==> config.mk <==
export PLATFORM = sky130hd
export DESIGN_NAME = alu_result_retire
export DESIGN_NICKNAME = d
export VERILOG_FILES = /design/src/rtl/alu_result_retire.sv
export SDC_FILE = /design/constraint.sdc
export NUM_CORES = 1
export LEC_CHECK = 0
export ABC_AREA = 1
export ABC_CLOCK_PERIOD_IN_PS = 2400
export CORE_ASPECT_RATIO = 2
export CORE_MARGIN = 5
export CORE_UTILIZATION = 47
export DETAILED_ROUTE_END_ITERATION = 10
export PLACE_DENSITY = 0.77
export SYNTH_ARGS = -nofsm -noshare
export SYNTH_HDL_FRONTEND = slang
export SYNTH_SLANG_ARGS = --single-unit
export TNS_END_PERCENT = 5
==> constraint.sdc <==
create_clock -name clk -period 2.4 [get_ports clk]
set_clock_uncertainty 0.1 [all_clocks]
set_input_delay 0.48 -clock clk [delete_from_list [all_inputs] [get_ports clk]]
set_output_delay 0.48 -clock clk [all_outputs]
set_load 0.02 [all_outputs]
==> src/rtl/alu_result_retire.sv <==
// Retire stage for ALU results: registers write-back and branch strobes, squashes the
// wrong path after a taken branch, counts retired instructions and flags illegal opcodes.
module alu_result_retire #(
    parameter int unsigned DATA_W       = 32,
    parameter int unsigned RD_W         = 7,
    parameter int unsigned FLUSH_CYCLES = 2
) (
    input  logic              clk,
    input  logic              rst,
    input  logic              in_valid,
    input  logic              stall,
    input  logic [4:0]        in_opcode,
    input  logic [RD_W-1:0]   in_rd,
    input  logic [RD_W-1:0]   in_branch,
    input  logic [DATA_W-1:0] in_result,
    output logic              wb_we,
    output logic [RD_W-1:0]   wb_addr,
    output logic [DATA_W-1:0] wb_data,
    output logic              br_taken,
    output logic [RD_W-1:0]   br_target,
    output logic              squash_active,
    output logic              bad_op_err,
    output logic [4:0]        bad_op_code,
    output logic [31:0]       retired_count
);

    localparam logic [3:0] FlushLoad = 4'(FLUSH_CYCLES);

    logic              wb_we_q, wb_we_d;
    logic [RD_W-1:0]   wb_addr_q, wb_addr_d;
    logic [DATA_W-1:0] wb_data_q, wb_data_d;
    logic              br_taken_q, br_taken_d;
    logic [RD_W-1:0]   br_target_q, br_target_d;
    logic [3:0]        squash_cnt_q, squash_cnt_d;
    logic              squash_active_q, squash_active_d;
    logic              bad_op_err_q, bad_op_err_d;
    logic [4:0]        bad_op_code_q, bad_op_code_d;
    logic [31:0]       retired_count_q, retired_count_d;

    logic accept;
    logic retire;

    assign accept = in_valid & ~stall;

    always_comb begin
        wb_we_d         = 1'b0;
        wb_addr_d       = wb_addr_q;
        wb_data_d       = wb_data_q;
        br_taken_d      = 1'b0;
        br_target_d     = br_target_q;
        squash_cnt_d    = squash_cnt_q;
        bad_op_err_d    = bad_op_err_q;
        bad_op_code_d   = bad_op_code_q;
        retired_count_d = retired_count_q;
        retire          = 1'b0;

        if (accept) begin
            if (squash_cnt_q != 4'd0) begin
                // Wrong-path slot: consume it, nothing else happens (a branch here never reloads).
                squash_cnt_d = squash_cnt_q - 4'd1;
            end else begin
                case (in_opcode)
                    5'd0: retire = 1'b1;
                    5'd1, 5'd2, 5'd3, 5'd4, 5'd5, 5'd6, 5'd9, 5'd10: begin
                        wb_addr_d = in_rd;
                        wb_data_d = in_result;
                        wb_we_d   = |in_rd;
                        retire    = 1'b1;
                    end
                    5'd7: begin
                        br_taken_d  = 1'b1;
                        br_target_d = in_branch;
                        retire      = 1'b1;
                    end
                    5'd8: begin
                        br_taken_d  = in_result[0];
                        br_target_d = in_branch;
                        retire      = 1'b1;
                    end
                    default: begin
                        bad_op_err_d = 1'b1;
                        if (!bad_op_err_q) begin
                            bad_op_code_d = in_opcode;
                        end
                    end
                endcase
                if (retire) begin
                    retired_count_d = retired_count_q + 32'd1;
                end
                if (br_taken_d) begin
                    squash_cnt_d = FlushLoad;
                end
            end
        end

        squash_active_d = (squash_cnt_d != 4'd0);
    end

    always_ff @(posedge clk) begin
        if (rst) begin
            wb_we_q         <= 1'b0;
            wb_addr_q       <= '0;
            wb_data_q       <= '0;
            br_taken_q      <= 1'b0;
            br_target_q     <= '0;
            squash_cnt_q    <= 4'd0;
            squash_active_q <= 1'b0;
            bad_op_err_q    <= 1'b0;
            bad_op_code_q   <= 5'd0;
            retired_count_q <= 32'd0;
        end else begin
            wb_we_q         <= wb_we_d;
            wb_addr_q       <= wb_addr_d;
            wb_data_q       <= wb_data_d;
            br_taken_q      <= br_taken_d;
            br_target_q     <= br_target_d;
            squash_cnt_q    <= squash_cnt_d;
            squash_active_q <= squash_active_d;
            bad_op_err_q    <= bad_op_err_d;
            bad_op_code_q   <= bad_op_code_d;
            retired_count_q <= retired_count_d;
        end
    end

    assign wb_we         = wb_we_q;
    assign wb_addr       = wb_addr_q;
    assign wb_data       = wb_data_q;
    assign br_taken      = br_taken_q;
    assign br_target     = br_target_q;
    assign squash_active = squash_active_q;
    assign bad_op_err    = bad_op_err_q;
    assign bad_op_code   = bad_op_code_q;
    assign retired_count = retired_count_q;

endmodule

==> tab_implementation.tex, run 1 <==
\begin{tabular}{lr}
\hline
Metric & Value \\
\hline
\multicolumn{2}{l}{\textbf{Synth}} \\
\quad Count of cell types in the netlist & 28 \\
\quad Number of flops mapped to enable cells by yosys & 0 \\
\quad Leading post-synthesis cells by cell area & dfxtp\_1 38\%, nand2\_1 16\%, nor2\_1 12\% \\
\quad Most instantiated flip-flop cell in the synthesis netlist & dfxtp\_1 \\
\quad Proportion of register bits with asynchronous set or reset after synthesis & 0\% \\
\quad Area fraction in and, or, nand and nor cells after synthesis & 46.09\% \\
\quad Net count of the mapped netlist & 762 \\
\quad Number of register bits inferred by synthesis & 91 \\
\quad Mean area per synthesized cell & between 6 and 7 sq um \\
\quad Adder-cell area share of the yosys netlist & less than 1\% \\
\quad Complex-gate fraction of the synthesized area & 5.523\% \\
\quad Dominant combinational cell family by area after synthesis & simple AND/OR/NAND/NOR gates \\
\quad Yosys warning count & 0 \\
\quad Mux cell area share after synthesis & 0\% \\
\quad Largest area contributor in the synthesized netlist & dfxtp\_1 \\
\quad Post-synthesis instance total & about 700 \\
\quad Synth Area in XOR/XNOR & 2.405\% \\
\quad Area fraction of the dominant cell type after synthesis & between 30\% and 40\% \\
\quad Sequential fraction of the synthesis area & roughly two fifths \\
\quad Syn Std Cell Area & around 0.0047 sq mm \\
\multicolumn{2}{l}{\textbf{Outcome}} \\
\quad Status & finished, final reports clean \\
\multicolumn{2}{l}{\textbf{Drt}} \\
\quad Per-cell via count in the routed design & between 5 and 6 \\
\quad Iteration-0 DRC Markers & 250 \\
\quad Total number of vias & roughly 5k \\
\quad Total DRC errors in the routed layout & 0 \\
\quad Number of nets with antenna violations after detailed routing & 0 \\
\quad Routed wirelength normalized by instance count & roughly 15 um \\
\quad First-pass detailed-route iteration total & 4 \\
\quad Wirelength, routed & approximately 14,000 um \\
\multicolumn{2}{l}{\textbf{Job}} \\
\quad Max-cap violations & 0 \\
\multicolumn{2}{l}{\textbf{Placed design}} \\
\quad Detailed placement HPWL & between 10,000 and 15,000 um \\
\quad Cell area reported after detailed placement & roughly 0.0063 sq mm \\
\quad Gp weighted congestion & between 0.9 and 1 \\
\quad Count of input and output buffers & 141 \\
\multicolumn{2}{l}{\textbf{STA}} \\
\quad Final Hold Violating Endpoints & 0 \\
\quad Number of endpoints failing setup at the final stage & 0 \\
\quad Worst Max-Slew Pin Slew & 0.3707 ns \\
\quad Setup repair after global routing missed its margin & false \\
\quad Maximum operating frequency & 474.9 MHz \\
\quad Accumulated negative setup slack & 0 ns \\
\quad Final worst path period need & between 2 and 2.5 ns \\
\quad Part of the cycle the worst path needs & around 90\% \\
\quad Normalized max-slew margin & approximately 75\% \\
\quad Number of slew-limit violations in the final report & 0 \\
\multicolumn{2}{l}{\textbf{Critical path}} \\
\quad Setup crit start kind & flip-flop \\
\quad CP Cell Sequence & clkdlybuf4s50\_1 \\
\quad Setup Crit Path Kind & reg -> out \\
\quad Worst path max stage delay & around 0.67 ns \\
\quad Maximum fanout along the worst path & 8 \\
\quad Number of buffers and inverters on the critical path & 1 \\
\quad Required time of the critical path & approximately 1.8 ns \\
\quad Capturing element type of the critical path & output port \\
\quad Crit path DAT & approximately 1.5 ns \\
\quad Slowest cell on crit path & clkdlybuf4s50\_1 \\
\quad Top Family by Delay on Critical Path & buffers and inverters \\
\multicolumn{2}{l}{\textbf{Floorplanning}} \\
\quad Cell Rows & 52 \\
\quad Die height & about 150 um \\
\quad Die Wd & a little over 80 um \\
\quad Core area & roughly 0.01 sq mm \\
\quad Count of pins on the block boundary & $\sim$140 \\
\quad Die Area & 0.01230 sq mm \\
\quad Effective utilization at floorplan & between 40\% and 50\% \\
\multicolumn{2}{l}{\textbf{CTS}} \\
\quad CTS clk-pin slew, worst paths & about 0.07 ns \\
\quad Root Driver & clkbuf\_16 \\
\quad Number of setup buffers added after CTS & 0 \\
\quad Number of buffers created by CTS & 9 \\
\quad Hold-fix buffers at CTS & 0 \\
\quad Clock Tree Buf Depth & 2 \\
\quad Source-to-sink clock delay at the later pin of the worst-skew pair & approximately 0.34 ns \\
\quad Resized cells post-CTS & 0 \\
\quad TritonCTS clock tree & yes \\
\quad H-tree lvl count & 3 \\
\quad Count of clock tree sinks & between 90 and 100 \\
\multicolumn{2}{l}{\textbf{Finish}} \\
\quad Most frequent standard cell in the layout excluding fill and tap cells & nand2\_1 \\
\quad Fill count & 959 \\
\quad Design area & $\sim$0.0066 sq mm \\
\quad Layout cells sized above 1 & approximately 7\% \\
\quad Diodes inserted & 0 \\
\quad Final net count & around 900 \\
\quad Area growth, synth to finish & 39.85\% \\
\quad Top library cells by usage in the layout, fill and taps aside & 201 x nand2\_1, 149 x nor2\_1, 141 x clkdlybuf4s50\_1 \\
\multicolumn{2}{l}{\textbf{Power and ir drop}} \\
\quad Largest vdd supply drop & between 0.5 and 0.6 mV \\
\quad Power density of the placed cells & 535.2 mW/mm\^{}2 \\
\quad Total power after layout & approximately 3500 uW \\
\quad Total leakage power & around 0.0025 uW \\
\multicolumn{2}{l}{\textbf{Hold path}} \\
\quad Worst min path class & reg -> reg \\
\multicolumn{2}{l}{\textbf{Global routing}} \\
\quad First-pass GRT wire length & 22,920 um \\
\quad Pin count of the biggest net entering global routing & 53 \\
\quad Antenna violations before repair & 0 \\
\quad Via count of the first global-routing pass & approximately 5k \\
\quad Remaining global-route overflow & 0 \\
\quad Total routing usage reported by global routing & about a quarter \\
\hline
\end{tabular}
[per-stage QoR]
| step | utilization (%) | cells | setup WS (ns) | hold WS, ns |
|---|---|---|---|---|
| 2_1_floorplan | - | 704 | 0.5571 | 0.4454 |
| 3_3_place_gp | 63.27 | 965 | 0.09976 | 0.3489 |
| 3_5_place_dp | 63.27 | 965 | 0.01640 | 0.3593 |
| 4_1_cts | 66.08 | 981 | 0.2922 | 0.3772 |
| 5_1_grt | 66.08 | 981 | 0.2124 | 0.4017 |
| 6_report | 66.08 | 981 | 0.2944 | 0.3700 |
[final cells by class]
cell class	count	area [sq um]	share of cell area [%]
Multi-Input combinational cell	546	2595	39.19
Sequential cell	91	1822	27.51
Tap cell	135	168.9	2.551
Timing Repair Buffer	157	1619	24.45
Clock buffer	9	225.2	3.401
Clock inverter	7	56.30	0.8503
Inverter	36	135.1	2.041
[cells by family (layout without fill, tap and decap cells)]
logic type,count (synthesis),count (layout)
and+or+nand+nor,481,481
DFF,91,91
buffers and inverters,67,209
AOI/OAI and AO/OA,49,49
xor gates and xnor gates,13,13
adders and majority gates,3,3
[sequential cells by signal (all words and copies together) (netlist names)]
| signal | flops |
|---|---|
| bad_op_err | 1 |
| br_taken | 1 |
| bad_op_code | 5 |
| wb_data | 32 |
| retired_count | 32 |
| wb_addr | 7 |
| wb_we | 1 |
| squash_cnt_q | 4 |
| br_target | 7 |
| squash_active | 1 |
[path summary, 6_finish.rpt]
check | from | to | slack (ns) | depth (start not counted)
setup / recovery | retired_count[0]$_SDFFE_PP0P_ | retired_count[0] | 0.29 | 1
hold / removal | wb_addr[3]$_SDFFE_PP0P_ | wb_addr[3]$_SDFFE_PP0P_ | 0.37 | 2
setup reg to reg | retired_count[0]$_SDFFE_PP0P_ | retired_count[28]$_SDFFE_PP0P_ | 0.48 | 9
hold reg to reg | wb_addr[3]$_SDFFE_PP0P_ | wb_addr[3]$_SDFFE_PP0P_ | 0.37 | 2
[report_power, final]
group          switching, uW  internal (uW)  total (uW)
Clock                    621            717        1340
Sequential              27.8           1560        1590
Combinational            339            277         616
[synthesized netlist by cell type, types with 2 or more instances]
master and n:
nand4_1 2, xor2_1 5, inv_1 30, a21oi_1 36, buf_2 11, dfxtp_1 91
nand2_1 201, nand3_2 2, clkbuf_1 8, nor2_4 4, nand3b_1 53, nand2_4 3
o21ai_0 12, buf_4 6, xnor2_1 8, nor2_2 11, inv_2 5, buf_1 2
nand3_1 52, nor2_1 149, buf_6 4, ha_1 3
[per-layer routing]
layer  GRT usage, %  share of wire (%)  vias up
met2          43.11                 55      177
met4          15.07                5.8        0
met5              0                  0        -
met3          6.991                7.4       46
li1               -                  -     2511
met1          21.76                 32     2300
No activity file was read; power rests on OpenSTA's default activity.
==> run 2, diff against run 1 <==
--- a/config.mk
+++ b/config.mk
@@ -10,6 +10,7 @@
 export CORE_ASPECT_RATIO = 2
 export CORE_MARGIN = 5
 export CORE_UTILIZATION = 47
+export CTS_BUF_LIST = sky130_fd_sc_hd__clkbuf_2 sky130_fd_sc_hd__clkbuf_4 sky130_fd_sc_hd__clkbuf_8
 export DETAILED_ROUTE_END_ITERATION = 10
 export PLACE_DENSITY = 0.77
 export SYNTH_ARGS = -nofsm -noshare
==> run 2 against run 1 <==
Critical path depth stayed put. Die area stayed put. Clock power is 28% lower. Critical path type unchanged. Highest routed layer unchanged.
==> tab_implementation.tex, run 2 (synthesized netlist as in run 1, its figures left out) <==
\begin{tabular}{lr}
\hline
Metric & Value \\
\hline
\multicolumn{2}{l}{\textbf{CTS}} \\
\quad Clock Tree Buf Depth & 2 \\
\quad Count of clock tree sinks & 91 \\
\quad Resized cells post-CTS & 0 \\
\quad CTS clk-pin slew, worst paths & roughly 0.10 ns \\
\quad Hold-fix buffers at CTS & 0 \\
\quad Number of setup buffers added after CTS & 0 \\
\quad TritonCTS clock tree & yes \\
\quad Source-to-sink clock delay at the later pin of the worst-skew pair & between 0.3 and 0.4 ns \\
\quad Root Driver & clkbuf\_8 \\
\quad Number of buffers created by CTS & 9 \\
\quad H-tree lvl count & 3 \\
\multicolumn{2}{l}{\textbf{Critical path}} \\
\quad Setup crit start kind & flip-flop \\
\quad Maximum fanout along the worst path & 8 \\
\quad Setup slack of the worst register-to-register path & approximately 0.50 ns \\
\quad Setup Crit Path Kind & reg -> out \\
\quad Required time of the critical path & 1.82 ns \\
\quad Worst path max stage delay & $\sim$0.67 ns \\
\quad Destination of the worst register-to-register timing path & retired\_count[28]\$\_SDFFE\_PP0P\_ \\
\quad Cell count of the worst reg-to-reg path & 9 \\
\quad Slowest cell on crit path & clkdlybuf4s50\_1 \\
\quad Capturing element type of the critical path & output port \\
\quad Crit path DAT & approximately 1.6 ns \\
\quad Top Family by Delay on Critical Path & buffers and inverters \\
\quad Number of buffers and inverters on the critical path & 1 \\
\quad Startpoint of the worst-slack reg-to-reg timing path & retired\_count[0]\$\_SDFFE\_PP0P\_ \\
\quad CP Cell Sequence & clkdlybuf4s50\_1 \\
\multicolumn{2}{l}{\textbf{Power and ir drop}} \\
\quad Internal power consumption & approximately 2200 uW \\
\quad Clock group share of total power & a little under a third \\
\quad Total leakage power & roughly 0.0025 uW \\
\quad Combinational share of power & 19.4\% \\
\quad Switching power as a share of total power & between 20 and 30\% \\
\quad Share of power burned in registers & between 50\% and 60\% \\
\quad Power density of the placed cells & around 500 mW/mm\^{}2 \\
\quad Sw Pwr & between 900 and 1000 uW \\
\quad Largest vdd supply drop & a little under 0.5 mV \\
\multicolumn{2}{l}{\textbf{Job}} \\
\quad Max-cap violations & 0 \\
\multicolumn{2}{l}{\textbf{STA}} \\
\quad Accumulated negative setup slack & 0 ns \\
\quad Number of endpoints failing setup at the final stage & 0 \\
\quad Normalized max-slew margin & about three quarters \\
\quad Final worst path period need & around 2.1 ns \\
\quad Setup ws final & between 0.2 and 0.3 ns \\
\quad Setup repair after global routing missed its margin & false \\
\quad Part of the cycle the worst path needs & between 80\% and 90\% \\
\quad Final Hold Violating Endpoints & 0 \\
\quad Number of slew-limit violations in the final report & 0 \\
\quad Maximum operating frequency & between 400 and 500 MHz \\
\quad Worst Max-Slew Pin Slew & $\sim$0.38 ns \\
\multicolumn{2}{l}{\textbf{Global routing}} \\
\quad Total routing usage reported by global routing & a little under a quarter \\
\quad Remaining global-route overflow & 0 \\
\quad Via count of the first global-routing pass & between 4k and 5k \\
\quad First-pass GRT wire length & roughly 23,000 um \\
\quad Pin count of the biggest net entering global routing & between 50 and 60 \\
\quad Antenna violations before repair & 0 \\
\multicolumn{2}{l}{\textbf{Hold path}} \\
\quad Worst min-delay path startpoint & wb\_data[0]\$\_SDFFE\_PP0P\_ \\
\quad Worst min path class & reg -> reg \\
\quad Cells on Worst Hold Path & 2 \\
\quad Endpoint of the worst hold path & wb\_data[0]\$\_SDFFE\_PP0P\_ \\
\multicolumn{2}{l}{\textbf{Finish}} \\
\quad Top library cells by usage in the layout, fill and taps aside & 201 x nand2\_1, 149 x nor2\_1, 141 x clkdlybuf4s50\_1 \\
\quad Most frequent standard cell in the layout excluding fill and tap cells & nand2\_1 \\
\quad Final net count & between 800 and 900 \\
\quad Fill count & about 970 \\
\quad Area taken by multi-input logic gates & $\sim$0.0026 sq mm \\
\quad Register area & 0.001822 sq mm \\
\quad Layout cells sized above 1 & 7.092\% \\
\quad Area growth, synth to finish & 37.71\% \\
\quad Diodes inserted & 0 \\
\multicolumn{2}{l}{\textbf{Floorplanning}} \\
\quad Die height & 151.9 um \\
\quad Core area & $\sim$0.010 sq mm \\
\quad Count of pins on the block boundary & between 100 and 150 \\
\quad Die Wd & 80.97 um \\
\quad Effective utilization at floorplan & between 40\% and 50\% \\
\quad Die Area & about 0.012 sq mm \\
\quad Cell Rows & 52 \\
\multicolumn{2}{l}{\textbf{Drt}} \\
\quad Routed wirelength normalized by instance count & between 10 and 15 um \\
\quad Wirelength, routed & roughly 14,000 um \\
\quad Length of routed met2 wiring & 7654 um \\
\quad Per-cell via count in the routed design & about 5.1 \\
\quad First-pass detailed-route iteration total & 5 \\
\quad Number of nets with antenna violations after detailed routing & 0 \\
\quad Routed length on met3 & between 1000 and 1500 um \\
\quad Total number of vias & 5,023 \\
\quad Top metal layer carrying routed signals & met4 \\
\quad Routed length on met1 & about 4700 um \\
\quad Total DRC errors in the routed layout & 0 \\
\quad Iteration-0 DRC Markers & around 190 \\
\multicolumn{2}{l}{\textbf{Placed design}} \\
\quad Gp weighted congestion & $\sim$0.95 \\
\quad Worst slack at placement & approximately 0.016 ns \\
\quad Count of input and output buffers & 141 \\
\quad Detailed placement HPWL & about 11,000 um \\
\multicolumn{2}{l}{\textbf{Outcome}} \\
\quad Status & finished, final reports clean \\
\hline
\end{tabular}
## run 2: metrics by stage
stage          power, uW  instance area, sq um  hold slack [ns]  util (%)  instances
2_1_floorplan       1965                  4735           0.4454         -        704
3_5_place_dp        2242                  6340           0.3593     63.27        965
6_report            3175                  6520           0.3766     65.07        981
3_3_place_gp        2226                  6340           0.3489     63.27        965
4_1_cts             3215                  6520           0.3853     65.07        981
5_1_grt             3330                  6520           0.4076     65.07        981
## run 2: worst max path at each step
| stage | startpoint | cells past startpoint | endpoint | slack [ns] |
|---|---|---|---|---|
| after floorplan | retired_count[0]$_SDFFE_PP0P_ | 8 | retired_count[16]$_SDFFE_PP0P_ | 0.56 |
| after global placement | in_opcode[3] | 11 | wb_data[24]$_SDFFE_PP0P_ | 0.1 |
| after detailed placement | in_opcode[0] | 10 | retired_count[19]$_SDFFE_PP0P_ | 0.02 |
| after CTS | retired_count[0]$_SDFFE_PP0P_ | 1 | retired_count[0] | 0.25 |
| after global routing | retired_count[0]$_SDFFE_PP0P_ | 1 | retired_count[0] | 0.19 |
| final | retired_count[0]$_SDFFE_PP0P_ | 1 | retired_count[0] | 0.27 |
## run 2: power by group through the flow
stage,Combinational [uW],Sequential [uW],Clock [uW]
after floorplan,290,1680,0
after global placement,605,1620,0
after detailed placement,618,1620,0
after CTS,620,1590,1010
after global routing,667,1600,1070
final,615,1590,971
## run 2: metal layers
metal | global-route usage [%] | vias to the layer above
li1 | - | 2505
met1 | 21.68 | 2283
met2 | 42.37 | 185
met3 | 7.346 | 50
met4 | 14.83 | 0
met5 | 0 | -
## run 2: layout make-up
class                      count  area share, %
timing repair buffer         157          24.83
inverter                      36          2.073
clock buffer                   9          1.900
sequential                    91          27.94
multi-input combinational    546          39.80
clock inverter                 7         0.8636
tap                          135          2.591
==> run 3, diff against run 2 <==
--- a/config.mk
+++ b/config.mk
@@ -5,14 +5,14 @@
 export SDC_FILE = /design/constraint.sdc
 export NUM_CORES = 1
 export LEC_CHECK = 0
-export ABC_AREA = 1
 export ABC_CLOCK_PERIOD_IN_PS = 2400
 export CORE_ASPECT_RATIO = 2
 export CORE_MARGIN = 5
-export CORE_UTILIZATION = 47
+export CORE_UTILIZATION = 45
 export CTS_BUF_LIST = sky130_fd_sc_hd__clkbuf_2 sky130_fd_sc_hd__clkbuf_4 sky130_fd_sc_hd__clkbuf_8
 export DETAILED_ROUTE_END_ITERATION = 10
-export PLACE_DENSITY = 0.77
+export HOLD_SLACK_MARGIN = 0.03
+export PLACE_DENSITY = 0.79
 export SYNTH_ARGS = -nofsm -noshare
 export SYNTH_HDL_FRONTEND = slang
 export SYNTH_SLANG_ARGS = --single-unit
==> run 3 against run 2 <==
First-iteration DRC count fell by 31%. Critical endpoint is now retired_count[25]$_SDFFE_PP0P_. Clock power up 29%. Final cell count fell by 27%. Cell area is 13% lower. Synthesized area fell by 21%. Synthesized cell count fell by 36%. Global-route usage shrank 2.0 points.
==> tab_implementation.tex, run 3 <==
\begin{tabular}{lr}
\hline
Metric & Value \\
\hline
\multicolumn{2}{l}{\textbf{Global routing}} \\
\quad Total routing usage reported by global routing & a little over a fifth \\
\quad Via count of the first global-routing pass & 3,819 \\
\quad First-pass GRT wire length & 17,680 um \\
\quad Antenna violations before repair & 0 \\
\quad Remaining global-route overflow & 0 \\
\quad Pin count of the biggest net entering global routing & 49 \\
\multicolumn{2}{l}{\textbf{CTS}} \\
\quad Clock Tree Buf Depth & 2 \\
\quad Resized cells post-CTS & 0 \\
\quad Source-to-sink clock delay at the later pin of the worst-skew pair & 0.36 ns \\
\quad Number of buffers created by CTS & 9 \\
\quad TritonCTS clock tree & yes \\
\quad Root Driver & clkbuf\_8 \\
\quad Hold-fix buffers at CTS & 0 \\
\quad H-tree lvl count & 3 \\
\quad Number of setup buffers added after CTS & 0 \\
\quad Count of clock tree sinks & 91 \\
\quad CTS clk-pin slew, worst paths & about 0.090 ns \\
\multicolumn{2}{l}{\textbf{Synth}} \\
\quad Proportion of register bits with asynchronous set or reset after synthesis & 0\% \\
\quad Top-count cell post-synth & nand2\_1 \\
\quad Leading post-synthesis cells by cell area & dfxtp\_1 49\%, nand2\_1 9.4\%, a21oi\_1 7.3\% \\
\quad Number of register bits inferred by synthesis & 91 \\
\quad Syn Std Cell Area & roughly 0.0037 sq mm \\
\quad Mean area per synthesized cell & approximately 8.3 sq um \\
\quad Yosys warning count & 0 \\
\quad Sequential fraction of the synthesis area & between 40\% and 50\% \\
\quad Most frequent cells after synthesis & 93 x nand2\_1, 91 x dfxtp\_1, 54 x a21oi\_1, 42 x nor2\_1, 19 x clkbuf\_1 \\
\quad Net count of the mapped netlist & 507 \\
\quad Post-synthesis instance total & 449 \\
\quad Count of cell types in the netlist & 44 \\
\quad Area fraction of the dominant cell type after synthesis & between 40\% and 50\% \\
\quad Number of flops mapped to enable cells by yosys & 0 \\
\quad Most instantiated flip-flop cell in the synthesis netlist & dfxtp\_1 \\
\quad Largest area contributor in the synthesized netlist & dfxtp\_1 \\
\multicolumn{2}{l}{\textbf{Finish}} \\
\quad Register area & 0.001822 sq mm \\
\quad Most frequent standard cell in the layout excluding fill and tap cells & clkdlybuf4s50\_1 \\
\quad Final net count & roughly 670 \\
\quad Design area & approximately 0.0057 sq mm \\
\quad Fill count & between 600 and 700 \\
\quad Layout cells sized above 1 & under 10\% \\
\quad Diodes inserted & 0 \\
\quad Area growth, synth to finish & 52.90\% \\
\quad Area taken by multi-input logic gates & approximately 0.0018 sq mm \\
\quad Top library cells by usage in the layout, fill and taps aside & 140 x clkdlybuf4s50\_1, 93 x nand2\_1, 91 x dfxtp\_1 \\
\quad Final Util & roughly 70\% \\
\multicolumn{2}{l}{\textbf{Floorplanning}} \\
\quad Count of pins on the block boundary & 142 \\
\quad Die Area & around 0.010 sq mm \\
\quad Core area & $\sim$0.0082 sq mm \\
\quad Effective utilization at floorplan & 45.60\% \\
\quad Die Wd & 74.36 um \\
\quad Cell Rows & 47 \\
\quad Die height & roughly 140 um \\
\multicolumn{2}{l}{\textbf{Placed design}} \\
\quad Detailed placement HPWL & about 8400 um \\
\quad Cell area reported after detailed placement & 0.005448 sq mm \\
\quad Gp weighted congestion & slightly below 0.9 \\
\quad Count of input and output buffers & roughly 140 \\
\multicolumn{2}{l}{\textbf{STA}} \\
\quad Final Hold Violating Endpoints & 0 \\
\quad Worst Max-Slew Pin Slew & roughly 0.59 ns \\
\quad Part of the cycle the worst path needs & a little over nine tenths \\
\quad Normalized max-slew margin & 60.08\% \\
\quad Number of endpoints failing setup at the final stage & 0 \\
\quad Maximum operating frequency & approximately 430 MHz \\
\quad Number of slew-limit violations in the final report & 0 \\
\quad Setup repair after global routing missed its margin & true \\
\quad Final worst path period need & approximately 2.3 ns \\
\multicolumn{2}{l}{\textbf{Power and ir drop}} \\
\quad Clock group share of total power & just under 40\% \\
\quad Largest vdd supply drop & $\sim$0.35 mV \\
\quad Total leakage power & 0.001997 uW \\
\quad Combinational share of power & between 10\% and 20\% \\
\quad Internal power consumption & about 2400 uW \\
\quad Sw Pwr & about 740 uW \\
\quad Share of power burned in registers & about half \\
\quad Switching power as a share of total power & a little under a quarter \\
\quad Power density of the placed cells & 557.2 mW/mm\^{}2 \\
\multicolumn{2}{l}{\textbf{Critical path}} \\
\quad Startpoint of the worst-slack reg-to-reg timing path & squash\_cnt\_q[0]\$\_SDFF\_PP0\_ \\
\quad Required time of the critical path & 2.55 ns \\
\quad Setup Crit Path Kind & reg -> reg \\
\quad Setup slack of the worst register-to-register path & between 0.06 and 0.07 ns \\
\quad Capturing element type of the critical path & flip-flop \\
\quad Setup crit start kind & flip-flop \\
\quad Maximum fanout along the worst path & 5 \\
\quad Cell count of the worst reg-to-reg path & 7 \\
\quad Destination of the worst register-to-register timing path & retired\_count[25]\$\_SDFFE\_PP0P\_ \\
\quad Crit path DAT & 2.48 ns \\
\multicolumn{2}{l}{\textbf{Hold path}} \\
\quad Endpoint of the worst hold path & wb\_data[30]\$\_SDFFE\_PP0P\_ \\
\quad Worst min-delay path startpoint & wb\_data[30]\$\_SDFFE\_PP0P\_ \\
\quad Cells on Worst Hold Path & 2 \\
\quad Worst min path class & reg -> reg \\
\multicolumn{2}{l}{\textbf{Drt}} \\
\quad First-pass detailed-route iteration total & 4 \\
\quad Wirelength, routed & between 10,000 and 15,000 um \\
\quad Total number of vias & roughly 3.8k \\
\quad Routed wirelength normalized by instance count & about 15 um \\
\quad Per-cell via count in the routed design & 5.300 \\
\quad Iteration-0 DRC Markers & between 100 and 150 \\
\quad Number of nets with antenna violations after detailed routing & 0 \\
\quad Total DRC errors in the routed layout & 0 \\
\multicolumn{2}{l}{\textbf{Job}} \\
\quad Max-cap violations & 0 \\
\multicolumn{2}{l}{\textbf{Outcome}} \\
\quad Status & finished, final reports clean \\
\hline
\end{tabular}
run 3: cell types whose count changed after synthesis, moves of 8 or more:
cell / change
nor3_1: +16
mux2i_1: +13
clkbuf_1: +11
nand4_1: +9
nand3_1: -39
nand3b_1: -53
nand2_1: -108
nor2_2: -10
a21oi_1: +18
xnor2_1: +9
nor2_1: -107
buf_2: -8
inv_1: -24
run 3: layer usage:
layer,track usage [%],vias to the layer above,wire [um]
met3,4.862,19,775
li1,-,1870,-
met4,7.692,0,235
met1,23.24,1768,4171
met5,0,-,0
met2,39.09,127,5818
run 3: worst max-delay path by stage:
stage               cells after the start                  startpoint                        endpoint
finish                                  7  squash_cnt_q[0]$_SDFF_PP0_  retired_count[25]$_SDFFE_PP0P_
global route                            7  squash_cnt_q[0]$_SDFF_PP0_  retired_count[25]$_SDFFE_PP0P_
floorplan                               7  squash_cnt_q[0]$_SDFF_PP0_  retired_count[25]$_SDFFE_PP0P_
detailed placement                      7                in_opcode[0]  retired_count[25]$_SDFFE_PP0P_
CTS                                     7  squash_cnt_q[0]$_SDFF_PP0_  retired_count[25]$_SDFFE_PP0P_
global placement                        7                in_opcode[0]  retired_count[25]$_SDFFE_PP0P_
run 3: worst max-delay path, stage by stage (launching register included):
cell	delay [ns]
dfxtp_1	0.31
inv_1	0.12
ha_1	0.23
or3b_1	0.44
nor2_2	0.20
nand3_2	0.16
nor4_1	0.30
mux2_1	0.36
run 3: logic make-up after synthesis:
family / synth area share, %
xor gates and xnor gates: 5.169
muxes: 3.793
buffers and inverters: 3.021
and+or+nand+nor: 27.83
DFF: 48.88
AOI/OAI and AO/OA: 10.31
adders and majority gates: 1.007
run 3: layout make-up:
class	instances	area share, %
Timing Repair Buffer	173	29.55
Clock inverter	6	1.998
Multi-Input combinational cell	329	31.57
Inverter	7	0.4610
Clock buffer	10	2.305
Tap cell	98	2.151
Sequential cell	91	31.96
run 3: metrics by stage:
stage | TNS [ns] | hold slack (ns) | setup slack (ns) | total power (uW) | instances
after CTS | 0 | 0.3606 | 0.06518 | 3212 | 714
after global placement | -0.2082 | 0.3413 | -0.07136 | 1953 | 698
after detailed placement | -0.1896 | 0.3480 | -0.08403 | 1962 | 698
after global routing | -0.2207 | 0.3811 | -0.05374 | 3294 | 714
after floorplan | 0 | 0.3768 | 0.2050 | 1745 | 449
final | 0 | 0.3569 | 0.06496 | 3176 | 714
run 3: power by group through the flow:
stage	Clock (uW)	Combinational, uW	Sequential, uW
after global placement	0	361	1590
after global routing	1330	397	1560
after detailed placement	0	367	1590
after floorplan	0	118	1630
final	1250	367	1560
after CTS	1280	370	1560
